$ cat config.mk
export PLATFORM = sky130hd
export DESIGN_NAME = icache_ctrl_responder
export DESIGN_NICKNAME = d
export VERILOG_FILES = /design/src/rtl/icache_ctrl_responder.sv
export SDC_FILE = /design/constraint.sdc
export NUM_CORES = 1
export LEC_CHECK = 0
export ABC_AREA = 1
export CORE_ASPECT_RATIO = 0.75
export CORE_MARGIN = 2
export CORE_UTILIZATION = 54
export CTS_BUF_LIST = sky130_fd_sc_hd__clkbuf_4
export CTS_CLUSTER_SIZE = 40
export DETAILED_ROUTE_END_ITERATION = 6
export PLACE_DENSITY = 0.88
export RECOVER_POWER = 100
export SYNTH_ARGS = -nofsm -noshare
export SYNTH_HDL_FRONTEND = slang
export SYNTH_SLANG_ARGS = --single-unit
$ cat constraint.sdc
create_clock -name clk_i -period 7 [get_ports clk_i]
set_input_delay 1.4 -clock clk_i [delete_from_list [all_inputs] [get_ports clk_i]]
set_output_delay 1.4 -clock clk_i [all_outputs]
set_load 0.02 [all_outputs]
$ cat src/rtl/icache_ctrl_responder.sv
// Cache-side endpoint of the icache control interface: bypass handshake,
// full/selective flush sequencing against the tag array, and hit/transaction statistics.
module icache_ctrl_responder #(
  parameter int NB_CORES     = 8,
  parameter int NB_SETS      = 64,
  parameter int OFFSET_WIDTH = 4,
  parameter int SET_WIDTH    = $clog2(NB_SETS)
) (
  input  logic                 clk_i,
  input  logic                 rst_ni,
  input  logic                 bypass_req_i,
  output logic [NB_CORES:0]    bypass_ack_o,
  input  logic                 flush_req_i,
  output logic                 flush_ack_o,
  input  logic                 sel_flush_req_i,
  input  logic [31:0]          sel_flush_addr_i,
  output logic                 sel_flush_ack_o,
  input  logic                 clear_regs_i,
  input  logic                 enable_regs_i,
  output logic [31:0]          hit_count_o,
  output logic [31:0]          trans_count_o,
  input  logic [NB_CORES-1:0]  core_busy_i,
  input  logic                 refill_busy_i,
  input  logic [NB_CORES-1:0]  hit_i,
  input  logic [NB_CORES-1:0]  trans_i,
  output logic [NB_CORES-1:0]  cache_bypass_o,
  output logic                 inv_req_o,
  output logic [SET_WIDTH-1:0] inv_set_o,
  input  logic                 inv_gnt_i,
  output logic                 lookup_stall_o
);

  localparam logic [2:0] IDLE       = 3'd0;
  localparam logic [2:0] FLUSH_WALK = 3'd1;
  localparam logic [2:0] SEL_INV    = 3'd2;
  localparam logic [2:0] FLUSH_DONE = 3'd3;
  localparam logic [2:0] SEL_DONE   = 3'd4;

  localparam logic [SET_WIDTH-1:0] LAST_SET = SET_WIDTH'(NB_SETS - 1);

  function automatic logic [31:0] popcount(input logic [NB_CORES-1:0] v);
    logic [31:0] c;
    c = 32'd0;
    for (int i = 0; i < NB_CORES; i++) begin
      c = c + {31'd0, v[i]};
    end
    return c;
  endfunction

  logic [NB_CORES:0]    bypass_ack_r;
  logic [2:0]           state_r, state_s;
  logic [SET_WIDTH-1:0] set_r, set_s;
  logic [31:0]          hit_count_r, trans_count_r;
  logic                 unused_addr_s;

  assign unused_addr_s = ^{sel_flush_addr_i[31:OFFSET_WIDTH+SET_WIDTH],
                           sel_flush_addr_i[OFFSET_WIDTH-1:0]};

  // Bypass state: idle cores follow the request; global bit waits for all cores and refill.
  always_ff @(posedge clk_i or negedge rst_ni) begin
    if (!rst_ni) begin
      bypass_ack_r <= '1;
    end else begin
      for (int i = 0; i < NB_CORES; i++) begin
        if (!core_busy_i[i]) begin
          bypass_ack_r[i] <= bypass_req_i;
        end
      end
      if ((bypass_ack_r[NB_CORES-1:0] == {NB_CORES{bypass_req_i}}) && !refill_busy_i) begin
        bypass_ack_r[NB_CORES] <= bypass_req_i;
      end
    end
  end

  // Flush sequencer next-state; set_r doubles as walk counter and latched selective set.
  always_comb begin
    state_s = state_r;
    set_s   = set_r;
    case (state_r)
      IDLE: begin
        if (flush_req_i) begin
          state_s = FLUSH_WALK;
          set_s   = '0;
        end else if (sel_flush_req_i) begin
          state_s = SEL_INV;
          set_s   = sel_flush_addr_i[OFFSET_WIDTH+SET_WIDTH-1:OFFSET_WIDTH];
        end else begin
          state_s = IDLE;
        end
      end
      FLUSH_WALK: begin
        if (inv_gnt_i) begin
          set_s = set_r + SET_WIDTH'(1);
          if (set_r == LAST_SET) begin
            state_s = FLUSH_DONE;
          end else begin
            state_s = FLUSH_WALK;
          end
        end else begin
          state_s = FLUSH_WALK;
        end
      end
      SEL_INV: begin
        if (inv_gnt_i) begin
          state_s = SEL_DONE;
        end else begin
          state_s = SEL_INV;
        end
      end
      FLUSH_DONE: begin
        if (!flush_req_i) begin
          state_s = IDLE;
        end else begin
          state_s = FLUSH_DONE;
        end
      end
      SEL_DONE: begin
        if (!sel_flush_req_i) begin
          state_s = IDLE;
        end else begin
          state_s = SEL_DONE;
        end
      end
      default: begin
        state_s = IDLE;
        set_s   = '0;
      end
    endcase
  end

  // Flush sequencer state registers.
  always_ff @(posedge clk_i or negedge rst_ni) begin
    if (!rst_ni) begin
      state_r <= IDLE;
      set_r   <= '0;
    end else begin
      state_r <= state_s;
      set_r   <= set_s;
    end
  end

  // Statistics counters; clear takes priority over same-cycle events, wrap modulo 2^32.
  always_ff @(posedge clk_i or negedge rst_ni) begin
    if (!rst_ni) begin
      hit_count_r   <= 32'd0;
      trans_count_r <= 32'd0;
    end else if (clear_regs_i) begin
      hit_count_r   <= 32'd0;
      trans_count_r <= 32'd0;
    end else if (enable_regs_i) begin
      hit_count_r   <= hit_count_r + popcount(hit_i);
      trans_count_r <= trans_count_r + popcount(trans_i);
    end
  end

  assign bypass_ack_o    = bypass_ack_r;
  assign cache_bypass_o  = bypass_ack_r[NB_CORES-1:0];
  assign inv_req_o       = (state_r == FLUSH_WALK) || (state_r == SEL_INV);
  assign lookup_stall_o  = (state_r == FLUSH_WALK) || (state_r == SEL_INV);
  assign inv_set_o       = set_r;
  assign flush_ack_o     = (state_r == FLUSH_DONE);
  assign sel_flush_ack_o = (state_r == SEL_DONE);
  assign hit_count_o     = hit_count_r;
  assign trans_count_o   = trans_count_r;

endmodule

==> qor.csv <==
metric;value;unit
RSZ-0062 raised after global routing;no;
# nets final;992;
Worst Skew;20.26;ps
I/O Buffers;129;
Post-synth top flop;dfrtp_1;
post-detailed-placement half-perimeter wirelength;10.39;mm
GR Overflow Total;0;
Clock transition at path regs;120;ps
vias per cell;5.165;
synthesized area per cell;7.141;um2
via count;5403;
CTS sink count;82;
hold-fix buffers at CTS;0;
Synth top area share;0.3271;
Worst-Margin Slew;2258;ps
Setup violations, final;0;
top-count cell post-synth;nand2_1;
synth top area cells;dfrtp_1 (33%), nand2_1 (14%), nor2_1 (7.3%);
CP Launch Point;trans_i[0];
VDD IR max;0.2413;mV
PnR worst setup slack;2029;ps
total CTS buffers;9;
global-route wire length before repair;23.03;mm
Hold Crit Class;reg2reg;
status;finished with violations;
Starting DRT DRC Count;408;
failing checks;max-capacitance violations, max-slew violations;
relative slew slack;-0.5052;
Slew Limit Fails;85;
WL per Instance;12.94;um
area growth from synthesis to layout;26.19;%
critical path launch point type;input pin;
vias in the first global route;4878;
Cell Area, Synth;0.005584;mm2
Die W;121.4;um
post_cts resized;0;
Synth cell types;42;
CORE AREA;0.01017;mm2
fraction of layout cells with a size suffix above 1;0.07591;
pre-CTS setup slack;2065;ps
power density over the cells;221.5;mW/mm2
clock tree buffer depth;2;
achievable frequency;201.2;MHz
Skew-Pair Late Insertion Delay;460;ps
CP max FO;6;
Syn Nets;870;
DRC Markers;0;
FP Rows;32;
initial antenna violation count;1;
Syn Inst Count;782;
routability cong.;0.9018;
pin count of the biggest net entering global routing;46;
Post-synth top cells;nand2_1 (214), nor2_1 (108), inv_1 (101), dfrtp_1 (73), nand3_1 (57);
final period utilization;0.7101;
CTS tree;built;
RR Startpoint;trans_count_o[0];
Lkg Pwr;0.003408;uW
crit end category;flop;
num ports;156;
setup repair bufs after CTS;0;
dpl cell area;0.006928;mm2
sum of negative setup slack;0;ps
Yosys top cell by area;dfrtp_1;
WL final;13.54;mm
die area;0.01118;mm2
Synth async-reset ratio;1.000;
max cap viols;2;
die extent in y;92.07;um
Worst Path Arrival;5320;ps
Final ANT Viol Nets;0;
drt first pass iters;7;
finished layout cell area;0.007047;mm2
post-synthesis sequential area ratio;0.3695;
Post-synth EDFFs;0;
Hold Crit Start;bypass_ack_o[8];
Final Hold Vio Count;0;
Worst EP required;7350;ps
CTS H-tree depth;3;
Clock Root Buffer;clkbuf_4;
Tot Pwr;1561;uW
kind of critical path;in2reg;
Synthesis Warnings;0;
Final min period;4971;ps
Initial Util;0.5491;
#FFs+latches synth;82;
Total GRT Usage;0.2571;
==> placed cells by master (no fill, tap or decap), types with 3 or more instances in the layout <==
cell	synthesis	routed
a21oi_1	23	23
a31oi_1	5	5
bufinv_16	0	4
clkbuf_4	0	10
clkdlybuf4s50_1	0	31
clkinv_1	5	6
dfrtp_1	73	73
dfstp_2	9	9
dlygate4sd3_1	0	97
fa_1	10	10
ha_1	13	13
inv_1	101	101
inv_2	12	12
nand2_1	214	221
nand2_2	15	8
nand3_1	57	58
nand3_2	3	3
nand3b_1	3	3
nand4_1	19	19
nor2_1	108	114
nor2_2	10	7
nor2_4	10	7
nor3_1	5	7
nor3b_1	3	4
o21ai_0	25	30
o21ai_1	8	3
o21bai_1	6	6
xnor2_1	4	4
==> power by group <==
part | switching (uW) | total, uW | internal, uW
clock | 170 | 389 | 219
sequential | 55.1 | 582 | 527
combinational | 345 | 589 | 245
==> registers in the layout (all words and copies together) (netlist names) <==
register	flops
state_r	3
trans_count_o	32
inv_set_o	6
bypass_ack_o	9
hit_count_o	32
==> per-stage QoR <==
step | instances | util | hold WS [ps]
global placement | 1029 | 0.6812 | 470.6
floorplan | 782 | - | 503.2
finish | 1046 | 0.6929 | 492.1
global route | 1046 | 0.6929 | 519.6
detailed placement | 1029 | 0.6812 | 477.3
CTS | 1045 | 0.7013 | 497.5
==> routing by layer <==
layer | vias up | GRT usage | wire length [um]
met5 | - | 0 | 0
met4 | 0 | 0.06322 | 155
met3 | 15 | 0.06903 | 1093
met2 | 195 | 0.3914 | 6093
met1 | 2493 | 0.3653 | 6196
li1 | 2700 | - | -
==> worst max-delay path, stage by stage <==
cell and delay (ps):
dlygate4sd3_1 560, fa_1 500, inv_1 60, fa_1 450, fa_1 520, fa_1 160
inv_1 60, fa_1 410, inv_1 130, nor2_4 50, nor2_1 280, nor2_1 160
nand3_4 100, clkinvlp_2 210, a21oi_1 200, nor2_1 60
==> kinds of logic after synthesis <==
family,share of synthesized area
compound gates,0.07058
xor+xnor,0.007842
fa+ha+maj,0.06498
buf+inv,0.1051
flops,0.3695
simple gates,0.3820
==> final timing paths <==
kind / endpoint / slack [ps] / cells after the start
setup / recovery: trans_count_o[20] / 2030 / 16
hold / removal: bypass_ack_o[8] / 490 / 2
setup reg to reg: trans_count_o[20] / 3070 / 15
hold reg to reg: bypass_ack_o[8] / 490 / 2
max in group asynchronous: trans_count_o[4] / 2490 / 2
min in group asynchronous: hit_count_o[18] / 1540 / 1
==> layout make-up <==
class / count / area [um2]
fillers: 857 / 3123
multi-input cells: 560 / 2855
flip-flops and latches: 82 / 2063
repair buffers: 132 / 1304
inverters: 119 / 447.9
well taps: 136 / 170.2
clock inverters: 6 / 128.9
clock buffers: 10 / 75.07
diodes: 1 / 2.502
(Power assumes the default switching activity.)
